$ cat src/rtl/onehot_scan_decoder_if.sv
// Control/status bundle for onehot_scan_decoder: scan controls in, one-hot select and index out.
interface onehot_scan_decoder_if #(
    parameter int N_OUT   = 16,
    parameter int DWELL_W = 16
);
    localparam int SEL_W = $clog2(N_OUT);

    logic               en;
    logic [1:0]         mode;
    logic [SEL_W-1:0]   sel;
    logic               load;
    logic [DWELL_W-1:0] dwell;
    logic [N_OUT-1:0]   out;
    logic [SEL_W-1:0]   idx;
    logic               wrap;

    modport master (output en, mode, sel, load, dwell, input out, idx, wrap);
    modport slave  (input en, mode, sel, load, dwell, output out, idx, wrap);
endinterface

$ cat src/rtl/onehot_scan_decoder.sv
// Registered one-hot decoder with static / up / down / ping-pong auto-scan and dwell timer.
// Define ONEHOT_SCAN_ACTIVE_LOW_EN for one-cold outputs (common-anode drive).
module onehot_scan_decoder #(
    parameter int N_OUT   = 16,
    parameter int DWELL_W = 16
) (
    input  logic                  clk,
    input  logic                  rst,
    onehot_scan_decoder_if.slave  bus
);
    localparam int SEL_W = $clog2(N_OUT);

`ifdef ONEHOT_SCAN_ACTIVE_LOW_EN
    localparam logic ACTIVE_LOW = 1'b1;
`else
    localparam logic ACTIVE_LOW = 1'b0;
`endif

    localparam logic [N_OUT-1:0] OUT_IDLE   = {N_OUT{ACTIVE_LOW}};
    localparam logic [N_OUT-1:0] ONE        = {{(N_OUT-1){1'b0}}, 1'b1};
    localparam logic [SEL_W-1:0] IDX_MAX    = SEL_W'(N_OUT - 1);
    localparam logic [SEL_W-1:0] IDX_MAX_M1 = SEL_W'(N_OUT - 2);

    typedef enum logic [1:0] {
        MODE_STATIC = 2'b00,
        MODE_UP     = 2'b01,
        MODE_DOWN   = 2'b10,
        MODE_PING   = 2'b11
    } mode_e;

    typedef enum logic {
        DIR_UP   = 1'b0,
        DIR_DOWN = 1'b1
    } dir_e;

    mode_e              mode_s;
    mode_e              mode_r;
    dir_e               dir_r;
    dir_e               dir_n;
    logic [SEL_W-1:0]   idx_r;
    logic [SEL_W-1:0]   idx_n;
    logic [DWELL_W-1:0] cnt_r;
    logic [DWELL_W-1:0] cnt_n;
    logic [N_OUT-1:0]   out_r;
    logic [N_OUT-1:0]   out_n;
    logic               wrap_r;
    logic               wrap_n;
    logic               idx_ok_s;
    logic               sel_ok_s;
    logic               mode_chg_s;
    logic               step_s;

    assign mode_s     = mode_e'(bus.mode);
    assign mode_chg_s = (mode_s != mode_r);

    // Range checks collapse to constants when N_OUT fills the code space
    if (N_OUT == (1 << SEL_W)) begin : g_full
        assign idx_ok_s = 1'b1;
        assign sel_ok_s = 1'b1;
    end else begin : g_part
        localparam logic [SEL_W:0] N_LIM = (SEL_W+1)'(N_OUT);
        assign idx_ok_s = ({1'b0, idx_r}   < N_LIM);
        assign sel_ok_s = ({1'b0, bus.sel} < N_LIM);
    end

    // Next-state: load, freeze, mode change, dwell timing, then the scan step itself
    always_comb begin
        idx_n  = idx_r;
        cnt_n  = cnt_r;
        dir_n  = dir_r;
        wrap_n = 1'b0;
        step_s = 1'b0;

        if (bus.load && (sel_ok_s || (mode_s == MODE_STATIC))) begin
            idx_n = bus.sel;
            cnt_n = {DWELL_W{1'b0}};
            if (bus.en && mode_chg_s && (mode_s == MODE_PING)) begin
                dir_n = DIR_UP;
            end else begin
                dir_n = dir_r;
            end
        end else if (!bus.en) begin
            cnt_n = cnt_r;
        end else if (mode_chg_s) begin
            cnt_n = {DWELL_W{1'b0}};
            if (mode_s == MODE_PING) begin
                dir_n = DIR_UP;
            end else begin
                dir_n = dir_r;
            end
        end else if (mode_s == MODE_STATIC) begin
            cnt_n = {DWELL_W{1'b0}};
        end else if (cnt_r >= bus.dwell) begin
            // ">=" also covers dwell shrinking below the running count
            cnt_n  = {DWELL_W{1'b0}};
            step_s = 1'b1;
        end else begin
            cnt_n = cnt_r + DWELL_W'(1);
        end

        if (step_s) begin
            if (!idx_ok_s) begin
                idx_n = {SEL_W{1'b0}};
            end else begin
                case (mode_s)
                    MODE_UP: begin
                        if (idx_r == IDX_MAX) begin
                            idx_n  = {SEL_W{1'b0}};
                            wrap_n = 1'b1;
                        end else begin
                            idx_n = idx_r + SEL_W'(1);
                        end
                    end
                    MODE_DOWN: begin
                        if (idx_r == {SEL_W{1'b0}}) begin
                            idx_n  = IDX_MAX;
                            wrap_n = 1'b1;
                        end else begin
                            idx_n = idx_r - SEL_W'(1);
                        end
                    end
                    MODE_PING: begin
                        if (dir_r == DIR_UP) begin
                            if (idx_r == IDX_MAX) begin
                                idx_n  = IDX_MAX_M1;
                                dir_n  = DIR_DOWN;
                                wrap_n = 1'b1;
                            end else begin
                                idx_n = idx_r + SEL_W'(1);
                            end
                        end else begin
                            if (idx_r == {SEL_W{1'b0}}) begin
                                idx_n  = SEL_W'(1);
                                dir_n  = DIR_UP;
                                wrap_n = 1'b1;
                            end else begin
                                idx_n = idx_r - SEL_W'(1);
                            end
                        end
                    end
                    default: begin
                        idx_n = idx_r;
                    end
                endcase
            end
        end else begin
            wrap_n = 1'b0;
        end
    end

    // Output decode from the current index; polarity folded in by XOR with the idle pattern
    always_comb begin
        out_n = {N_OUT{1'b0}};
        if (bus.en && idx_ok_s) begin
            out_n = ONE << idx_r;
        end else begin
            out_n = {N_OUT{1'b0}};
        end
        out_n = out_n ^ OUT_IDLE;
    end

    // State and output registers
    always_ff @(posedge clk or posedge rst) begin
        if (rst) begin
            idx_r  <= {SEL_W{1'b0}};
            cnt_r  <= {DWELL_W{1'b0}};
            dir_r  <= DIR_UP;
            mode_r <= MODE_STATIC;
            out_r  <= OUT_IDLE;
            wrap_r <= 1'b0;
        end else begin
            idx_r  <= idx_n;
            cnt_r  <= cnt_n;
            dir_r  <= dir_n;
            mode_r <= mode_s;
            out_r  <= out_n;
            wrap_r <= wrap_n;
        end
    end

    assign bus.out  = out_r;
    assign bus.idx  = idx_r;
    assign bus.wrap = wrap_r;
endmodule
$ cat src/flat_wrapper.sv
// flat-port wrapper written by rule: the top's interface ports become plain ports
module onehot_scan_decoder_flat 
#(
    parameter int N_OUT   = 16,
    parameter int DWELL_W = 16
)
  (clk, rst, bus_en, bus_mode, bus_sel, bus_load, bus_dwell, bus_out, bus_idx, bus_wrap);
  onehot_scan_decoder_if #(.N_OUT(N_OUT), .DWELL_W(DWELL_W)) bus_i ();
  input  logic clk;
  input  logic rst;
  input wire logic [$bits(bus_i.en)-1:0] bus_en;
  input wire logic [$bits(bus_i.mode)-1:0] bus_mode;
  input wire logic [$bits(bus_i.sel)-1:0] bus_sel;
  input wire logic [$bits(bus_i.load)-1:0] bus_load;
  input wire logic [$bits(bus_i.dwell)-1:0] bus_dwell;
  output wire logic [$bits(bus_i.out)-1:0] bus_out;
  output wire logic [$bits(bus_i.idx)-1:0] bus_idx;
  output wire logic [$bits(bus_i.wrap)-1:0] bus_wrap;
  assign bus_i.en = bus_en;
  assign bus_i.mode = bus_mode;
  assign bus_i.sel = bus_sel;
  assign bus_i.load = bus_load;
  assign bus_i.dwell = bus_dwell;
  assign bus_out = bus_i.out;
  assign bus_idx = bus_i.idx;
  assign bus_wrap = bus_i.wrap;
  onehot_scan_decoder #(.N_OUT(N_OUT), .DWELL_W(DWELL_W)) u_core (.clk(clk), .rst(rst), .bus(bus_i));
endmodule
$ cat config.mk
export PLATFORM = sky130hd
export DESIGN_NAME = onehot_scan_decoder_flat
export DESIGN_NICKNAME = d
export VERILOG_FILES = /design/src/rtl/onehot_scan_decoder_if.sv /design/src/rtl/onehot_scan_decoder.sv /design/src/flat_wrapper.sv
export SDC_FILE = /design/constraint.sdc
export NUM_CORES = 1
export LEC_CHECK = 0
export CELL_PAD_IN_SITES_DETAIL_PLACEMENT = 0
export CELL_PAD_IN_SITES_GLOBAL_PLACEMENT = 1
export CORE_AREA = 2 2 92 94
export DETAILED_ROUTE_END_ITERATION = 12
export DIE_AREA = 0 0 94 96
export GPL_TIMING_DRIVEN = 0
export HOLD_SLACK_MARGIN = 0.03
export PLACE_DENSITY = 0.77
export SLEW_MARGIN = 20
export SYNTH_ARGS = -nofsm -noshare
export SYNTH_HDL_FRONTEND = slang
export SYNTH_SLANG_ARGS = --single-unit
$ cat constraint.sdc
create_clock -name clk -period 3.2 [get_ports clk]
set_clock_uncertainty 0.15 [all_clocks]
set_input_delay 0.48 -clock clk [delete_from_list [all_inputs] [get_ports clk]]
set_output_delay 0.48 -clock clk [all_outputs]
set_load 0.05 [all_outputs]
# == After elaboration in Yosys (flattened, before gate mapping) ==
# Index checks and enable logic that the tools add are counted.
# word_totals
register_bits,40
input_bits,26
# op_classes
add_sub_neg,3
order_cmp,1
eq_ne,6
shifts,1
n_mux,34
n_reduce_logical,7
# op_table
operator,count
2-to-1 mux 16 bit,6
2-to-1 mux 4 bit,7
2-to-1 mux 1 bit,19
adder 16 x 1 -> 16 bit (second input constant),1
greater-or-equal comparator 16 bit,1
<< shifter 1 x 4 -> 16 bit (first input constant),1
case mux 4 bit (3 select lines),1
adder 4 x 1 -> 4 bit (second input constant),1
equality test 2 bit (second input constant),2
equality test 4 bit (second input constant),1
logical NOT 4 bit,1
inequality test 4 bit (second input constant),1
nonzero test 2 bit,2
subtractor 4 x 1 -> 4 bit (second input constant),1
case mux 1 bit (3 select lines),1
equality test 2 x 1 -> 1 bit (second input constant),1
logical AND 1 bit,2
logical NOT 2 bit,1
inequality test 2 bit,1
AND reduction 2 bit,1

# == Logic depth before layout (Yosys ltp) ==
# depth
depth_word,9
mapped_depth,10
mapped_depth_nobuf,8

# == Worst setup path after synthesis ==
# No wires, ideal clock.
# synth_path
kind,input port to flip-flop
startpoint,input bus_dwell[15]
endpoint,register u_core.cnt_r[2]
t_arrival_ns,2.291
required_time_ns,2.916
slack_ns,0.624
cell_stages,10
cell_sequence,inv_1 > ha_1 > and4_1 > nand4_1 > or4_4 > and3_4 > buf_6 > buf_2 > a31oi_1 > a31oi_1
# synth_via
elab_chain_cells,6
# synth_rtl
item,line,source
start: declaration,flat_wrapper.sv:15,input wire logic [$bits(bus_i.dwell)-1:0] bus_dwell;
greater-or-equal comparator 16 bit,onehot_scan_decoder.sv:93,end else if (cnt_r >= bus.dwell) begin
2-to-1 mux 16 bit,onehot_scan_decoder.sv:93,
2-to-1 mux 16 bit,onehot_scan_decoder.sv:91,end else if (mode_s == MODE_STATIC) begin
2-to-1 mux 16 bit,onehot_scan_decoder.sv:84,end else if (mode_chg_s) begin
2-to-1 mux 16 bit,onehot_scan_decoder.sv:82,end else if (!bus.en) begin
2-to-1 mux 16 bit,onehot_scan_decoder.sv:74,if (bus.load && (sel_ok_s || (mode_s == MODE_STATIC))) begin
end signal: assignment,onehot_scan_decoder.sv:166,cnt_r <= {DWELL_W{1'b0}};
end signal: assignment,onehot_scan_decoder.sv:173,cnt_r <= cnt_n;
end: declaration,onehot_scan_decoder.sv:42,logic [DWELL_W-1:0] cnt_r;
# No other way between the ends. The select of a mux whose other input is x is not followed.
# A chain may end at the register's enable or synchronous reset.

# == Final worst setup path ==
# layout_path
startpoint,input bus_dwell[15]
endpoint,"register u_core.idx_r[2], in the netlist u_core.bus.idx[2]"
# layout_via
elab_chain_cells,8
# layout_rtl
item,line,source
greater-or-equal comparator 16 bit (*),onehot_scan_decoder.sv:93,
2-to-1 mux 1 bit (*),onehot_scan_decoder.sv:93,
2-to-1 mux 1 bit (*),onehot_scan_decoder.sv:91,
2-to-1 mux 1 bit (*),onehot_scan_decoder.sv:84,
2-to-1 mux 1 bit (*),onehot_scan_decoder.sv:82,
2-to-1 mux 1 bit (*),onehot_scan_decoder.sv:74,
inequality test 4 bit (no source line) or nonzero test 2 bit (tied branches),--,
AND reduction 2 bit (no source line),--,
end signal: assignment,onehot_scan_decoder.sv:165,idx_r <= {SEL_W{1'b0}};
end signal: assignment,onehot_scan_decoder.sv:172,idx_r <= idx_n;
end: declaration,onehot_scan_decoder.sv:40,logic [SEL_W-1:0] idx_r;
# Every way passes the cells marked *; elsewhere a longest branch is shown, timed or not.

==> metrics.txt <==
Synth Warn # 0; Seq cells post-synth 40; n_diodes 0; asr flop ratio synth 100%; Worst EP required 3.21 ns; Distinct cells, synth 51; Synth area leaders dfrtp_1 38%, ha_1 12%, inv_1 3.5%, and3_1 3.4%, a21oi_1 2.9%; GRT Util Overall 14.7%; FMAX 334 MHz; Final Hold Vio Count 0; vias in the first global route 2217; vias per cell 5.08; # DRC 0; Avg WL per Cell 13.8 um; starting density of the core 32.3%; top-area cell type share of the netlist area 38.5%; H-tree Lvls 2; DP Wirelength 4710 um; sequential-to-total area share from yosys stat 38.5%; Synth Net Count 334; grt total ovfl 0; most instantiated cells after synthesis 40 x dfrtp_1, 24 x ha_1, 24 x inv_1, 20 x nor2_1, 19 x nand2_1; IO buf count 46; Synth Cell Area 2600 um^2; core box area 8050 um^2; Layout Utilization 41.5%; Critical Path Fanout Max 10; pin count of the biggest net entering global routing 22; CTS buffer count 5; Max Transition Viols Final 0; Iter 0 DRT Violations 146; Logic pwr share 22.0%; status finished, final reports clean; Clock transition at path regs 0.08 ns; Tmin final 3.00 ns; CTS sink cnt 40; unrepaired setup endpoints after global routing no; Layout Area Growth over Synthesis 28.5%; Final ANT Viol Nets 0; Reg power frac 43.2%; endpoint class of the critical path register; clk root buf clkbuf_8; internal power 888 uW; syn_area_per_cell 9.16 um^2; Layout Nets 388; Sw Ratio 29.0%; r2r setup slk 0.44 ns; CTS resizes 0; area leader, netlist dfrtp_1; post-route clock period utilization 93.6%; EDFF count, synth 0; maximum vdd drop 0.218 mV; setup TNS after final layout 0 ns; WP data arrival 3.01 ns; Worst Tran Pin Value 0.664 ns; die width 94 um; Net Sw Power 364 uW; final wirelength 6110 um; clk buf depth 2; top-count cell post-synth dfrtp_1; vias 2254; Worst setup SP type input pin; Ports 47; endpoints failing setup 0; GP Congestion 0.804; Max-slew headroom 55.6%; Setup Fix Bufs, Post-CTS 0; Skew-Pair Late Insertion Delay 0.29 ns; kind of critical path in -> reg; MaxCap Viol Count 0; synthesized instance count 284; Post-CTS Hold Fix Bufs 0; num rows 33; die area 9020 um^2; die height 96 um; CTS tree yes; DR pass1 iterations 4; PwrDens 375 nW/um^2; commonest register cell after synthesis dfrtp_1; antenna violations before repair 0; Leakage 1.53 nW; share of layout cells above drive strength 1 7.37%; first-pass GRT wire length 10600 um; worst hold path type in -> async; clock share of power 34.8%
==> sequential cells by signal, summed over array words and instances, names as in the netlist <==
register	flops
u_core.bus.out	16
u_core.mode_r	2
u_core.bus.wrap	1
u_core.bus.idx	4
u_core.dir_r	1
u_core.cnt_r	16
==> cells by family after synthesis <==
kind of cell / after synthesis / synth area share [%]
fa+ha+maj: 24 / 11.5
xor+xnor: 4 / 1.35
buf+inv: 38 / 6.11
simple gates: 108 / 23.1
compound gates: 70 / 19.4
flops: 40 / 38.5
==> layout by cell type, fill, tap and decap left out, types with 4 or more instances in the layout <==
| cell | netlist | layout |
|---|---|---|
| a21oi_1 | 15 | 15 |
| a221o_1 | 4 | 4 |
| a22o_1 | 4 | 4 |
| a31oi_1 | 11 | 11 |
| and2_1 | 4 | 4 |
| and3_1 | 14 | 14 |
| and4_1 | 4 | 4 |
| clkbuf_1 | 9 | 9 |
| clkbuf_8 | 0 | 6 |
| clkdlybuf4s50_1 | 0 | 46 |
| dfrtp_1 | 40 | 40 |
| ha_1 | 24 | 24 |
| inv_1 | 24 | 23 |
| nand2_1 | 19 | 19 |
| nand2b_1 | 9 | 9 |
| nand3_1 | 11 | 11 |
| nor2_1 | 20 | 20 |
| nor3_1 | 5 | 5 |
| o21ai_0 | 12 | 12 |
| o311a_1 | 4 | 4 |
| or3_1 | 5 | 5 |
| xnor2_1 | 4 | 4 |
==> layout make-up <==
class,instances,area [um^2]
plain buffers,14,68.8
clock buffers,6,82.6
clock inverters,2,38.8
fillers,822,4710
inverters,24,90.1
multi-input cells,206,1440
flip-flops and latches,40,1000
well taps,105,131
repair buffers,47,488
==> power by group through the flow <==
stage | sequential, mW | clock (mW) | combinational (mW)
3_3_place_gp | 0.551 | 0 | 0.266
5_1_grt | 0.543 | 0.477 | 0.305
4_1_cts | 0.540 | 0.445 | 0.275
3_5_place_dp | 0.551 | 0 | 0.274
2_1_floorplan | 0.579 | 0 | 0.144
6_report | 0.541 | 0.436 | 0.275
==> stage by stage <==
stage | setup WS (ns) | power [mW] | cell area (um^2) | hold WS (ns) | cells
CTS | 0.209 | 1.26 | 3340 | 0.368 | 444
detailed placement | -0.101 | 0.825 | 3220 | 0.404 | 436
floorplan | 0.624 | 0.723 | 2600 | 0.346 | 284
global route | 0.0373 | 1.33 | 3340 | 0.400 | 444
finish | 0.204 | 1.25 | 3340 | 0.356 | 444
global placement | -0.106 | 0.816 | 3190 | 0.404 | 435
==> worst max-delay path, stage by stage <==
cell	delay (ns)
clkdlybuf4s50_1	0.45
inv_1	0.04
ha_1	0.30
and4_1	0.23
nand4_1	0.15
or4_4	0.57
nand3_2	0.17
buf_4	0.20
a21oi_1	0.08
o31ai_1	0.34
==> final timing paths <==
| check | from | to | depth (start not counted) |
|---|---|---|---|
| max | bus_dwell[15] | u_core.bus.idx[2] | 10 |
| min | rst | u_core.bus.out[5] | 2 |
| max reg2reg | u_core.cnt_r[13] | u_core.bus.idx[2] | 8 |
| min reg2reg | u_core.cnt_r[15] | u_core.cnt_r[15] | 1 |
| max in group asynchronous | rst | u_core.bus.wrap | 3 |
| min in group clk | u_core.cnt_r[15] | u_core.cnt_r[15] | 1 |
==> per-layer routing <==
layer  GRT usage [%]  vias up  routed length (um)
met2            24.9       63                2890
met4            2.54        0                  24
li1                -     1142                   -
met1            19.6     1047                2840
met5               0        -                   0
met3            3.05        2                 348
(Power assumes the default switching activity.)
